`config.mk`:
```
export PLATFORM = sky130hd
export DESIGN_NAME = xs3_bcd_seq
export DESIGN_NICKNAME = d
export VERILOG_FILES = /design/src/rtl/xs3_bcd_seq.sv
export SDC_FILE = /design/constraint.sdc
export NUM_CORES = 1
export LEC_CHECK = 0
export BUFFER_PORTS_ARGS = -buffer_cell sky130_fd_sc_hd__buf_2
export CAP_MARGIN = 10
export CORE_ASPECT_RATIO = 1.5
export CORE_MARGIN = 5
export CORE_UTILIZATION = 62
export CTS_BUF_LIST = sky130_fd_sc_hd__clkbuf_8
export DETAILED_ROUTE_END_ITERATION = 10
export PLACE_DENSITY_LB_ADDON = 0.2
export SLEW_MARGIN = 20
export SYNTH_ARGS = -nofsm -noshare
export SYNTH_HDL_FRONTEND = slang
export SYNTH_SLANG_ARGS = --single-unit
```
`constraint.sdc`:
```
create_clock -name clk -period 8.6 [get_ports clk]
set_input_delay 0.86 -clock clk [delete_from_list [all_inputs] [get_ports clk]]
set_output_delay 0.86 -clock clk [all_outputs]
set_load 0.02 [all_outputs]
```
`src/rtl/xs3_bcd_seq.sv`:
```
// Multi-digit Excess-3 to BCD sequencer: one shared digit converter, MSD first,
// producing packed BCD, the binary value and the first invalid-digit position.
module xs3_bcd_seq #(
    parameter int DIGITS = 4,
    parameter int BIN_W  = 14
) (
    input  logic                      clk,
    input  logic                      rst_n,
    input  logic                      in_valid,
    output logic                      in_ready,
    input  logic [4*DIGITS-1:0]       in_data,
    output logic                      out_valid,
    input  logic                      out_ready,
    output logic [4*DIGITS-1:0]       out_bcd,
    output logic [BIN_W-1:0]          out_bin,
    output logic                      out_err,
    output logic [$clog2(DIGITS)-1:0] out_err_idx,
    output logic                      busy
);

    localparam int DW = 4 * DIGITS;
    localparam int IW = $clog2(DIGITS);
    localparam int AW = BIN_W + 4;
    localparam logic [IW-1:0] LAST = IW'(DIGITS - 1);

    typedef enum logic [1:0] {IDLE, CONV, HOLD} state_t;

    state_t            state_reg, state_next;
    logic [DW-1:0]     shift_reg;
    logic [BIN_W-1:0]  acc_reg;
    logic              err_reg;
    logic [IW-1:0]     err_idx_reg;
    logic [IW-1:0]     cnt_reg;
    logic [DW-1:0]     bcd_all;

    logic              accept;
    logic              step;
    logic [3:0]        digit;
    logic              digit_ok;
    logic [3:0]        digit_bcd;
    logic [3:0]        digit_val;
    logic [IW-1:0]     k;
    logic [AW-1:0]     acc_x10;
    logic [AW-1:0]     acc_sum;

    assign accept    = (state_reg == IDLE) && in_valid;
    assign step      = (state_reg == CONV);
    // The shift register always presents the digit under conversion in its top nibble.
    assign digit     = shift_reg[DW-1 -: 4];
    assign digit_ok  = (digit >= 4'd3) && (digit <= 4'd12);
    assign digit_bcd = digit_ok ? (digit - 4'd3) : 4'hF;
    assign digit_val = digit_ok ? (digit - 4'd3) : 4'd0;
    assign k         = LAST - cnt_reg;

    assign acc_x10 = ({4'b0000, acc_reg} << 3) + ({4'b0000, acc_reg} << 1);
    assign acc_sum = acc_x10 + AW'(digit_val);

    always_ff @(posedge clk or negedge rst_n) begin
        if (!rst_n) begin
            state_reg <= IDLE;
        end else begin
            state_reg <= state_next;
        end
    end

    always_comb begin
        state_next = state_reg;
        in_ready   = 1'b0;
        out_valid  = 1'b0;
        busy       = 1'b0;
        case (state_reg)
            IDLE: begin
                in_ready = 1'b1;
                if (in_valid) state_next = CONV;
            end
            CONV: begin
                busy = 1'b1;
                if (cnt_reg == LAST) state_next = HOLD;
            end
            HOLD: begin
                out_valid = 1'b1;
                if (out_ready) state_next = IDLE;
            end
            default: state_next = IDLE;
        endcase
    end

    always_ff @(posedge clk or negedge rst_n) begin
        if (!rst_n) begin
            shift_reg   <= '0;
            acc_reg     <= '0;
            err_reg     <= 1'b0;
            err_idx_reg <= '0;
            cnt_reg     <= '0;
        end else if (accept) begin
            shift_reg   <= in_data;
            acc_reg     <= '0;
            err_reg     <= 1'b0;
            err_idx_reg <= '0;
            cnt_reg     <= '0;
        end else if (step) begin
            shift_reg <= shift_reg << 4;
            acc_reg   <= acc_sum[BIN_W-1:0];
            if (!digit_ok && !err_reg) begin
                err_reg     <= 1'b1;
                err_idx_reg <= k;
            end
            cnt_reg <= (cnt_reg == LAST) ? '0 : cnt_reg + 1'b1;
        end
    end

    // Each result nibble has its own register, loaded only on the edge converting that digit.
    generate
        for (genvar gi = 0; gi < DIGITS; gi++) begin : g_nib
            logic [3:0] nib_reg;
            always_ff @(posedge clk or negedge rst_n) begin
                if (!rst_n) begin
                    nib_reg <= 4'h0;
                end else if (step && (k == IW'(gi))) begin
                    nib_reg <= digit_bcd;
                end
            end
            assign bcd_all[4*gi +: 4] = nib_reg;
        end
    endgenerate

    assign out_bcd     = bcd_all;
    assign out_bin     = acc_reg;
    assign out_err     = err_reg;
    assign out_err_idx = err_idx_reg;

endmodule
```
### Word-level counts from Yosys, hierarchy flattened

Index checks and enable logic that the tools add are counted.

| storage, ports and cells | value |
|---|---|
| register bits after elaboration | 53 |
| logic and storage cells | 63 |
| output and inout bits | 36 |
| input bits | 20 |

| operators by class | value |
|---|---|
| eq/ne operators | 9 |
| magnitude comparators | 2 |
| reduce and logical (&&, ||, !) cells | 15 |
| add/subtract/negate cells | 5 |
| mux-type cells | 22 |

Operators by type and width:

| kind | count |
|---|---|
| two-way mux 16 bit | 2 |
| two-way mux 14 bit | 2 |
| two-way mux 2 bit | 9 |
| adder 14 bit | 1 |
| adder 14 x 4 -> 14 bit | 1 |
| == test 2 bit (second input constant) | 4 |
| two-way mux 4 bit | 2 |
| logical AND 1 bit | 7 |
| two-way mux 1 bit | 6 |
| case mux 2 bit (3 select lines) | 1 |
| == test 2 x 1 -> 1 bit (second input constant) | 2 |
| >= comparator 4 x 2 -> 1 bit (second input constant) | 1 |
| less-or-equal comparator 4 bit (second input constant) | 1 |
| zero test 2 bit | 2 |
| != test 2 bit (second input constant) | 2 |
| nonzero test 2 bit | 2 |
| subtractor 4 x 2 -> 4 bit (second input constant) | 1 |
| AND reduction 3 bit | 1 |
| adder 2 x 1 -> 2 bit (second input constant) | 1 |
| zero test 1 bit | 2 |
| != test 2 x 1 -> 1 bit (second input constant) | 1 |
| AND reduction 2 bit | 1 |
| subtractor 2 bit (first input constant) | 1 |

### Logic depth before layout (Yosys ltp)

| depth | value |
|---|---|
| word-level depth | 7 |
| depth in mapped cells | 12 |
| mapped depth without buffers | 12 |

### Worst setup path before layout

No wires, ideal clock.

| timing | value |
|---|---|
| path type | register to register |
| start | reg shift_reg[12] |
| end | reg acc_reg[12], in the netlist out_bin[12] |
| buffers on the path | 0 |
| setup slack | 5603 ps |
| cell stages (with the launch flop) | 13 |
| clock period less this slack | 2997 ps |
| required time | 8513 ps |
| data arrival time | 2911 ps |
| setup time | 87 ps |
| cell sequence | dfrtp_1 ha_1 or3_1 o21ai_0 nor2_1 ha_1 ha_1 fa_1 a21oi_1 o21ai_1 a21o_1 or3_1 o211ai_1 |

| on the way | value |
|---|---|
| longest elaborated chain between the ends | 6 |

RTL lines:

| item | line | source |
|---|---|---|
| start, declared | 29 | `logic [DW-1:0] shift_reg;` |
| start signal, assigned | 96 | `shift_reg <= in_data;` |
| start signal, assigned | 102 | `shift_reg <= shift_reg << 4;` |
| >= comparator 4 x 2 -> 1 bit or less-or-equal comparator 4 bit (tied branches) | 50 | `assign digit_ok = (digit >= 4'd3) && (digit <= 4'd12);` |
| logical AND 1 bit | 50 |  |
| two-way mux 4 bit * | 52 | `assign digit_val = digit_ok ? (digit - 4'd3) : 4'd0;` |
| adder 14 x 4 -> 14 bit * | 56 | `assign acc_sum = acc_x10 + AW'(digit_val);` |
| two-way mux 14 bit * | 101 | `end else if (step) begin` |
| two-way mux 14 bit * | 95 | `end else if (accept) begin` |
| end signal, assigned | 103 | `acc_reg <= acc_sum[BIN_W-1:0];` |
| end, declared | 30 | `logic [BIN_W-1:0] acc_reg;` |

Mark *: on every way between the ends. The rest lies on a longest branch, timed or not. The select of a mux whose other input is x is not followed.
A chain may end at the register's enable or synchronous reset.

### Worst setup path after layout

| timing | value |
|---|---|
| start | reg state_reg[0] |
| end | out busy |

| on the way | value |
|---|---|
| longest elaborated chain between the ends | 2 |

RTL lines:

| item | line | source |
|---|---|---|
| start, declared | 28 | `state_t state_reg, state_next;` |
| start signal, assigned | 62 | `state_reg <= state_next;` |
| == test 2 x 1 -> 1 bit | 71 | `case (state_reg)` |
| two-way mux 1 bit | 71 |  |
| end, declared | 18 | `output logic busy` |

Every way passes these cells.

==> reports/metrics.cfg <==
[status]
status = completed

[clock_network]
cts_made_buffers = 5
numClockSinks = 53
postCtsSetupBuffers = 0
cts-root-buf = clkbuf_8
cts.repair.resized = 0
worstSkewPairLatency_ps = 310
tritoncts = built
ctsHoldBuffers = 0
clk_pin_slew_ps = 100
htree_levels = 2
cts.path.max_buffers = 2

[synth]
synth_common_cells = nand2_1, dfrtp_1, o21ai_0
syn_area_um2 = 2873
synth_nets = 354
ys_ff_latch = 53
synth.most_common_cell = nand2_1
yosys_warnings = 0
ys_seq_area_share_pct = 46.17
synth.distinct_cells = 34
syn_inst = 304
synth_edf_count = 0
postSynthAreaPerCell_um2 = 9.450
yosys_most_used_dff = dfrtp_1
synthArstFlopShare_pct = 100.0
synth_top_area_share_pct = 46.17
synth.largest_area_cell = dfrtp_1
synth.area.top_cells = dfrtp_1, ha_1, o21ai_0

[critical_path]
end_kind = output pin
crit_fanout = 21
arrival_ps = 2470
critPathRequiredTime_ps = 7740
cp-start-kind = flop
critPathKind = reg -> out

[sta]
max_freq_ghz = 0.3006
hold_ws_ps = 479.2
fin_tns_setup_ps = 0
hold_viol = 0
tightest_slew_ps = 750.4
slew_viol_final = 0
rsz0062_at_grt = false
postLayoutSetupSlackWorst_ps = 5274
period_needed_ps = 3326
max_slew_margin_pct = 49.59
clock-skew-final_ps = 6.523
post-route-period-util_pct = 38.68
setup_violations = 0

[floorplan]
dieArea_um2 = 6123
start_util_pct = 63.78
die_w_um = 65.58
die_h_um = 93.37
core_area_um2 = 4504
rows = 30
ios = 56

[route]
ant_nets = 0
routed_wl_um = 6594
drt_iter0_markers = 149
remaining_drc_errors = 0
via_per_inst = 5.985
drt_first_pass_iters = 4
vias = 2430
wl_per_cell_um = 16.24

[global_route]
grt_pass1_vias = 2363
overflow = 0
track_usage_pct = 22.79
grt_pass1_wl_um = 10890
antenna_found_initial = 0
grt_max_degree = 54

[placement]
hpwl_um = 4954
port_buffers = 55
gp_congestion = 0.8885
pre_cts_ws_ps = 5410

[layout]
antennaDiodeCount = 0
synthToLayoutAreaGrowth_pct = 13.81
drive_gt1_share_pct = 19.27
post-route-util_pct = 72.58
num-nets-final = 407

[pwr]
p_leak_nw = 1.649
power_density_nw_per_um2 = 463.4
finalPower_mw = 1.515
vdd_drop_max_mv = 0.2591

[min_path]
holdCritPathClass = reg -> reg

[job]
maxCapViolations = 0

## cells in the final DEF (no fill, tap or decap), types with 3 or more instances in the layout
cell / instances
a22o_1: 4
a21oi_1: 11
clkbuf_8: 5
nor3_1: 3
xnor2_1: 6
or3_1: 4
nand2_1: 59
o21ai_1: 3
ha_1: 28
buf_2: 55
nor2_1: 9
dfrtp_1: 53
inv_1: 14
a22oi_1: 12
o21bai_1: 3
xor2_1: 5
o211ai_1: 4
o21ai_0: 45
nand3_1: 7
a31oi_1: 3
## critical path, stage by stage (launching register included)
cell and delay [ps]:
dfrtp_1 730, nand2b_1 560, inv_1 600, buf_2 270
## where the power goes
part	leakage (nW)	internal (mW)	switching, mW	total [mW]
Combinational	0.941	0.345	0.552	0.896
Clock	0.0447	0.0589	0.0865	0.145
Sequential	0.663	0.369	0.104	0.473
Total	1.65	0.773	0.742	1.51
## cells by family after synthesis
kind of cell             synth area share, %
adder cells (fa/ha/maj)                13.59
XOR/XNOR                               3.354
flip-flops                             46.17
AO/OA/AOI/OAI                          19.47
buffers and inverters                  3.484
AND/OR/NAND/NOR                        13.94
## path summary, 6_finish.rpt
path	start	endpoint	slack (ps)	cells past startpoint
worst min register to register	g_nib[1].nib_reg[1]	g_nib[1].nib_reg[1]	480	2
min in group asynchronous	rst_n	g_nib[1].nib_reg[2]	660	2
worst max register to register	shift_reg[12]	out_bin[12]	5380	12
max in group asynchronous	rst_n	out_bin[8]	7510	2
worst min-delay path	g_nib[1].nib_reg[1]	g_nib[1].nib_reg[1]	480	2
worst max-delay path	state_reg[0]	busy	5270	3
## per-stage QoR
| stage | cells | instance area, um2 |
|---|---|---|
| floorplan | 304 | 2873 |
| global placement | 398 | 3176 |
| detailed placement | 398 | 3176 |
| CTS | 406 | 3269 |
| global route | 406 | 3269 |
| finish | 406 | 3269 |
## final cells by class
class | count | area, um2
multi-input cells | 226 | 1446
inverters | 14 | 52.55
repair buffers | 57 | 290.3
fillers | 362 | 1235
clock buffers | 5 | 68.82
well taps | 48 | 60.06
flip-flops and latches | 53 | 1326
clock inverters | 3 | 25.02
## layer usage
layer	up-vias	share of wire (%)	GRT usage (%)
li1	1174	-	-
met1	1172	40	27.19
met2	71	54	40.66
met3	13	3.7	3.005
met4	0	1.9	9.170
met5	-	0	0
(Power assumes the default switching activity.)
